## src/rtl/mult_pkg.sv

```systemverilog
// Shared encodings for the HI/LO multiply controller: op codes, FSM states,
// and small helpers used by the controller and its watchdog.
package mult_pkg;

    typedef enum logic [2:0] {
        OP_NOP   = 3'd0,
        OP_MULT  = 3'd1,
        OP_MULTU = 3'd2,
        OP_MFHI  = 3'd3,
        OP_MFLO  = 3'd4,
        OP_MTHI  = 3'd5,
        OP_MTLO  = 3'd6,
        OP_RSVD  = 3'd7
    } op_code_e;

    typedef enum logic [1:0] {
        ST_IDLE     = 2'd0,
        ST_LAUNCH   = 2'd1,
        ST_WAIT_ACT = 2'd2,
        ST_BUSY     = 2'd3
    } state_e;

    // Codes 0 and 7 behave as NOP and never stall or get accepted.
    function automatic logic is_hilo_op(input logic [2:0] code);
        return (code != 3'd0) && (code != 3'd7);
    endfunction

    function automatic int unsigned wd_width(input int unsigned max_cycles);
        return $clog2(max_cycles + 1);
    endfunction

endpackage

```

## src/rtl/mult_watchdog.sv

```systemverilog
// Cycle counter guarding the external multiplier; expired_o fires on the
// MAX_CYCLES-th counted cycle after the last clear.
module mult_watchdog
    import mult_pkg::*;
#(
    parameter int unsigned MAX_CYCLES = 40
) (
    input  logic clk,
    input  logic reset,
    input  logic clear_i,
    input  logic count_i,
    output logic expired_o
);

    localparam int unsigned CW = wd_width(MAX_CYCLES);
    localparam logic [CW-1:0] LAST = CW'(MAX_CYCLES - 1);

    logic [CW-1:0] cnt_q;
    logic [CW-1:0] cnt_d;

    always_comb begin
        cnt_d = cnt_q;
        if (clear_i) begin
            cnt_d = '0;
        end else if (count_i && (cnt_q != LAST)) begin
            cnt_d = cnt_q + 1'b1;
        end
    end

    always_ff @(posedge clk) begin
        if (reset) begin
            cnt_q <= '0;
        end else begin
            cnt_q <= cnt_d;
        end
    end

    assign expired_o = count_i && (cnt_q == LAST);

endmodule

```

## src/rtl/mult_hilo_ctrl.sv

```systemverilog
// HI/LO register file and sequencer for an external multi-cycle multiplier:
// launches MULT/MULTU, stalls dependent HI/LO ops, handles kill and timeout.
module mult_hilo_ctrl
    import mult_pkg::*;
#(
    parameter int unsigned MAX_CYCLES = 40
) (
    input  logic        clk,
    input  logic        reset,
    input  logic        op_valid,
    input  logic [2:0]  op_code,
    input  logic [31:0] op_rs,
    input  logic [31:0] op_rt,
    input  logic        flush,
    input  logic        kill,
    output logic        stall,
    output logic [31:0] rd_data,
    output logic        rd_valid,
    output logic [31:0] hi,
    output logic [31:0] lo,
    output logic        busy,
    output logic        timeout_err,
    output logic        mult_start,
    output logic [31:0] mult_a,
    output logic [31:0] mult_b,
    output logic        mult_is_signed,
    input  logic [63:0] mult_s,
    input  logic        mult_active
);

    state_e      state_q, state_d;
    logic [31:0] hi_q, hi_d;
    logic [31:0] lo_q, lo_d;
    logic [31:0] a_q, a_d;
    logic [31:0] b_q, b_d;
    logic        sgn_q, sgn_d;
    logic        abort_q, abort_d;
    logic        timeout_q, timeout_d;

    logic        is_op;
    logic        accept;
    logic        wd_clear;
    logic        wd_count;
    logic        wd_expired;

    assign is_op    = is_hilo_op(op_code);
    assign stall    = op_valid && is_op && (state_q != ST_IDLE);
    assign accept   = op_valid && is_op && !stall && !flush;
    assign wd_clear = (state_q == ST_LAUNCH);
    assign wd_count = (state_q == ST_WAIT_ACT) || (state_q == ST_BUSY);

    mult_watchdog #(
        .MAX_CYCLES (MAX_CYCLES)
    ) u_watchdog (
        .clk       (clk),
        .reset     (reset),
        .clear_i   (wd_clear),
        .count_i   (wd_count),
        .expired_o (wd_expired)
    );

    always_comb begin
        state_d   = state_q;
        hi_d      = hi_q;
        lo_d      = lo_q;
        a_d       = a_q;
        b_d       = b_q;
        sgn_d     = sgn_q;
        abort_d   = abort_q;
        timeout_d = timeout_q;
        rd_valid  = 1'b0;
        rd_data   = 32'h0;

        case (state_q)
            ST_IDLE: begin
                if (accept) begin
                    case (op_code)
                        OP_MULT, OP_MULTU: begin
                            a_d     = op_rs;
                            b_d     = op_rt;
                            sgn_d   = (op_code == OP_MULT);
                            state_d = ST_LAUNCH;
                        end
                        OP_MFHI: begin
                            rd_valid = 1'b1;
                            rd_data  = hi_q;
                        end
                        OP_MFLO: begin
                            rd_valid = 1'b1;
                            rd_data  = lo_q;
                        end
                        OP_MTHI: hi_d = op_rs;
                        OP_MTLO: lo_d = op_rs;
                        default: ;
                    endcase
                end
            end
            ST_LAUNCH: state_d = ST_WAIT_ACT;
            ST_WAIT_ACT: begin
                if (mult_active) begin
                    state_d = ST_BUSY;
                end
            end
            ST_BUSY: begin
                if (!mult_active) begin
                    // A kill landing on the completion cycle still discards.
                    if (!abort_q && !kill) begin
                        {hi_d, lo_d} = mult_s;
                    end
                    state_d = ST_IDLE;
                end
            end
            default: state_d = ST_IDLE;
        endcase

        if (kill && (state_q != ST_IDLE)) begin
            abort_d = 1'b1;
        end

        if (wd_expired) begin
            state_d   = ST_IDLE;
            timeout_d = 1'b1;
            hi_d      = hi_q;
            lo_d      = lo_q;
        end

        if (state_d == ST_IDLE) begin
            abort_d = 1'b0;
        end
    end

    always_ff @(posedge clk) begin
        if (reset) begin
            state_q   <= ST_IDLE;
            hi_q      <= 32'h0;
            lo_q      <= 32'h0;
            a_q       <= 32'h0;
            b_q       <= 32'h0;
            sgn_q     <= 1'b0;
            abort_q   <= 1'b0;
            timeout_q <= 1'b0;
        end else begin
            state_q   <= state_d;
            hi_q      <= hi_d;
            lo_q      <= lo_d;
            a_q       <= a_d;
            b_q       <= b_d;
            sgn_q     <= sgn_d;
            abort_q   <= abort_d;
            timeout_q <= timeout_d;
        end
    end

    assign hi             = hi_q;
    assign lo             = lo_q;
    assign busy           = (state_q != ST_IDLE);
    assign timeout_err    = timeout_q;
    assign mult_start     = (state_q == ST_LAUNCH);
    assign mult_a         = a_q;
    assign mult_b         = b_q;
    assign mult_is_signed = sgn_q;

endmodule

```

## config.mk

```make
export PLATFORM = sky130hd
export DESIGN_NAME = mult_hilo_ctrl
export DESIGN_NICKNAME = d
export VERILOG_FILES = /design/src/rtl/mult_pkg.sv /design/src/rtl/mult_watchdog.sv /design/src/rtl/mult_hilo_ctrl.sv
export SDC_FILE = /design/constraint.sdc
export NUM_CORES = 1
export LEC_CHECK = 0
export CORE_ASPECT_RATIO = 0.75
export CORE_MARGIN = 1
export CORE_UTILIZATION = 38
export CTS_BUF_LIST = sky130_fd_sc_hd__clkbuf_16
export CTS_CLUSTER_SIZE = 24
export DETAILED_ROUTE_END_ITERATION = 10
export GPL_TIMING_DRIVEN = 0
export PLACE_DENSITY = 0.88
export SETUP_SLACK_MARGIN = 0.15
export SKIP_CTS_REPAIR_TIMING = 1
export SYNTH_ARGS = -nofsm -noshare
export SYNTH_HDL_FRONTEND = slang
export SYNTH_SLANG_ARGS = --single-unit
```

## constraint.sdc

```tcl
create_clock -name clk -period 2.7 [get_ports clk]
set_input_delay 0.675 -clock clk [delete_from_list [all_inputs] [get_ports clk]]
set_output_delay 0.675 -clock clk [all_outputs]
set_load 0.05 [all_outputs]
```

==> results <==
## per-layer routing
metal | global-route usage [%] | vias to the layer above | part of all wire, %
li1 | - | 3474 | -
met1 | 35.78 | 3580 | 40
met2 | 46.19 | 455 | 47
met3 | 9.907 | 63 | 11
met4 | 9.967 | 0 | 2.6
met5 | 0 | - | 0
## through the flow
| stage | instances | setup WS [ps] | power, W |
|---|---|---|---|
| global route | 1375 | -499.4 | 0.005799 |
| floorplan | 799 | -146.1 | 0.002592 |
| detailed placement | 1334 | -1825 | 0.002987 |
| CTS | 1365 | -1840 | 0.005613 |
| global placement | 1334 | -1823 | 0.002979 |
| finish | 1375 | -444.4 | 0.005640 |
## worst min-delay path, cell delays in order, from the launching register on
cell	delay (ps)
dfxtp_1	310
nand2_1	50
a21oi_1	50
## area by class of cell
class | count | area (um2) | share of cell area (%)
multi-input combinational | 542 | 3812 | 33.57
timing repair buffer | 310 | 3173 | 27.94
sequential | 139 | 2786 | 24.53
buffer | 84 | 511.7 | 4.506
clock buffer | 17 | 425.4 | 3.746
tap | 236 | 295.3 | 2.600
clock inverter | 14 | 229.0 | 2.016
inverter | 33 | 123.9 | 1.091
## layout by cell type (no fill, tap or decap), drive strengths merged, types with 3 or more instances in the layout
cell type,count
a211oi,64
a21oi,100
a22oi,32
a311oi,32
buf,76
bufinv,6
clkbuf,70
clkdlybuf4s50,261
clkinv,4
dfxtp,139
dlymetal6s2s,4
inv,35
mux2,32
nand2,162
nand3,33
nor2,43
nor3,5
o21ai,3
or2,4
xor2,5
## power by group through the flow
stage | sequential [W] | clock (W) | combinational (W)
3_5_place_dp | 0.00217 | 0 | 0.000815
4_1_cts | 0.00213 | 0.00267 | 0.000820
2_1_floorplan | 0.00232 | 0 | 0.000274
3_3_place_gp | 0.00217 | 0 | 0.000808
6_report | 0.00213 | 0.00264 | 0.000867
5_1_grt | 0.00213 | 0.00276 | 0.000909
## kinds of logic after synthesis
kind of cell | share of synthesized area (%)
adder cells (fa/ha/maj) | 0.1876
multiplexers | 5.555
AO/OA/AOI/OAI | 27.64
XOR/XNOR | 0.7881
AND/OR/NAND/NOR | 16.49
buffers and inverters | 7.600
flip-flops | 41.73
## cells in the mapped netlist, types with 14 or more instances
master	count	area (um2)
a211oi_1	14	105.1
nand2_1	162	608.1
a211oi_2	50	625.6
a21oi_1	100	500.5
nor2_1	43	161.4
a311oi_1	32	280.3
inv_1	33	123.9
dfxtp_1	139	2783
buf_2	21	105.1
clkbuf_1	56	210.2
a22oi_1	32	240.2
nand3_1	33	165.2
mux2_2	32	360.4
## how the worst min path moves through the flow
| stage | from | depth (start not counted) | endpoint |
|---|---|---|---|
| 6_report | mult_a[19] | 2 | mult_a[19] |
| 5_1_grt | mult_a[11] | 2 | mult_a[11] |
| 4_1_cts | mult_b[7] | 2 | mult_b[7] |
| 3_5_place_dp | mult_a[11] | 2 | mult_a[11] |
| 3_3_place_gp | mult_b[7] | 2 | mult_b[7] |
| 2_1_floorplan | u_watchdog.cnt_q[5] | 2 | u_watchdog.cnt_q[5] |
## flip-flops by register name (all words and copies together), names as in the netlist
| register | count |
|---|---|
| timeout_err | 1 |
| hi | 32 |
| abort_q | 1 |
| mult_a | 32 |
| mult_is_signed | 1 |
| mult_b | 32 |
| u_watchdog.cnt_q | 6 |
| state_q | 2 |
| lo | 32 |
==> impl_metrics.tcl <==
set metrics [dict create \
    grt_start_max_net_pins 17 \
    path_cells "clkdlybuf4s50_1 -> buf_2 -> nor3b_4 -> buf_4 -> clkbuf_4 -> a22oi_2 -> nor2_4 -> buf_6" \
    violations "setup timing" \
    fin_crit_sh_pct 116.5 \
    seqPwrFrac_pct 37.8 \
    grt_pass1_vias 6955 \
    drv_slew 0 \
    path_class "input port to primary output" \
    slew_headroom_pct 46.13 \
    finalHoldViolCount 0 \
    diodes 0 \
    synth_edf_count 0 \
    drive_gt1_share_pct 23.97 \
    drc 0 \
    cp_slowest_cell "clkdlybuf4s50_1" \
    antenna_found_initial 0 \
    critPathMaxFanout 10 \
    fmaxAchievable_ghz 0.3180 \
    crit_family "buffers and inverters" \
    drt_pre_antenna_iters 5 \
    tns_ps -12910 \
    insertion_delay_ps 430 \
    cpPeakStageDelay_ps 470 \
    fin_skew_ps 10.16 \
    pwr-share-clk_pct 46.8 \
    p_sw_w 0.001447 \
    final_util_pct 66.89 \
    cts_buffers 17 \
    leakage_nw 3.788 \
    viasPerCell 5.507 \
    reg2reg_slack_ps 240 \
    p_per_area_nw_per_um2 496.6 \
    grt_pass1_wl_um 39350 \
    reg2reg_depth 9 \
    dpl.hpwl_um 19680 \
    period_needed_ps 3144 \
    rsz0062_at_grt "yes" \
    num_io_pins 303 \
    final_area_um2 11360 \
    fin_ws_ps -444.4 \
    synth_flop_cell "dfxtp_1" \
    clock_path_buffers 2 \
    syn_to_final_growth_pct 70.33 \
    dieArea_um2 18090 \
    track_usage_pct 28.64 \
    path_clk_slew_ps 60 \
    die_y_um 116.7 \
    p_sw_share_pct 25.66 \
    intPower_w 0.004193 \
    drtIter0Drc 677 \
    cp.depth 8 \
    tightest_slew_ps 808.1 \
    syn_area_um2 6668 \
    vias 7572 \
    synth_async_sr_flop_share_pct 0 \
    r2r-start "state_q[1]" \
    worst_setup_path_end_kind "primary output" \
    place_area_um2 10280 \
    hold_ws_ps 453.2 \
    gr-total-overflow 0 \
    fin_nets 1265 \
    htreeDepth 4 \
    totalWireLength_um 27300 \
    cts_root_buf "clkbuf_16" \
    worstPathArrival_ps 2470 \
    worstPathRequired_ps 2030 \
    ys_types 42 \
    worst_hold_path_type "flip-flop to flip-flop" \
    ys_warn_count 0 \
    start_util_pct 39.27 \
    gp_congestion 0.8915 \
    fp.dieW_um 155.0 \
    r2r_end "hi[0]" \
    num_rows 41 \
    wl_per_cell_um 19.86 \
    crit_end "rd_data[10]" \
    coreArea_um2 16980 \
    port_buffers 299 \
    syn_area_per_cell_um2 8.345 \
    drv_cap 0 \
    ys_ff_latch 139 \
    clock_sinks 139 \
    worst-path-buf-inv 5 \
    status "complete, but fails checks" \
    crit_start "op_code[2]" \
    ir_worst_vdd_uv 515.6 \
    synth_seq_area_share_pct 41.73 \
    setup-violations-final 33 \
    syn_inst 799 \
    fill_cells 1360 \
    power_frac_comb_pct 15.4 \
    cts_tree "built" \
    synth.net_count 937 \
    startpoint_type "input port" \
    ant_nets 0 \
]
Note: power is estimated with default switching activity, not from simulation.
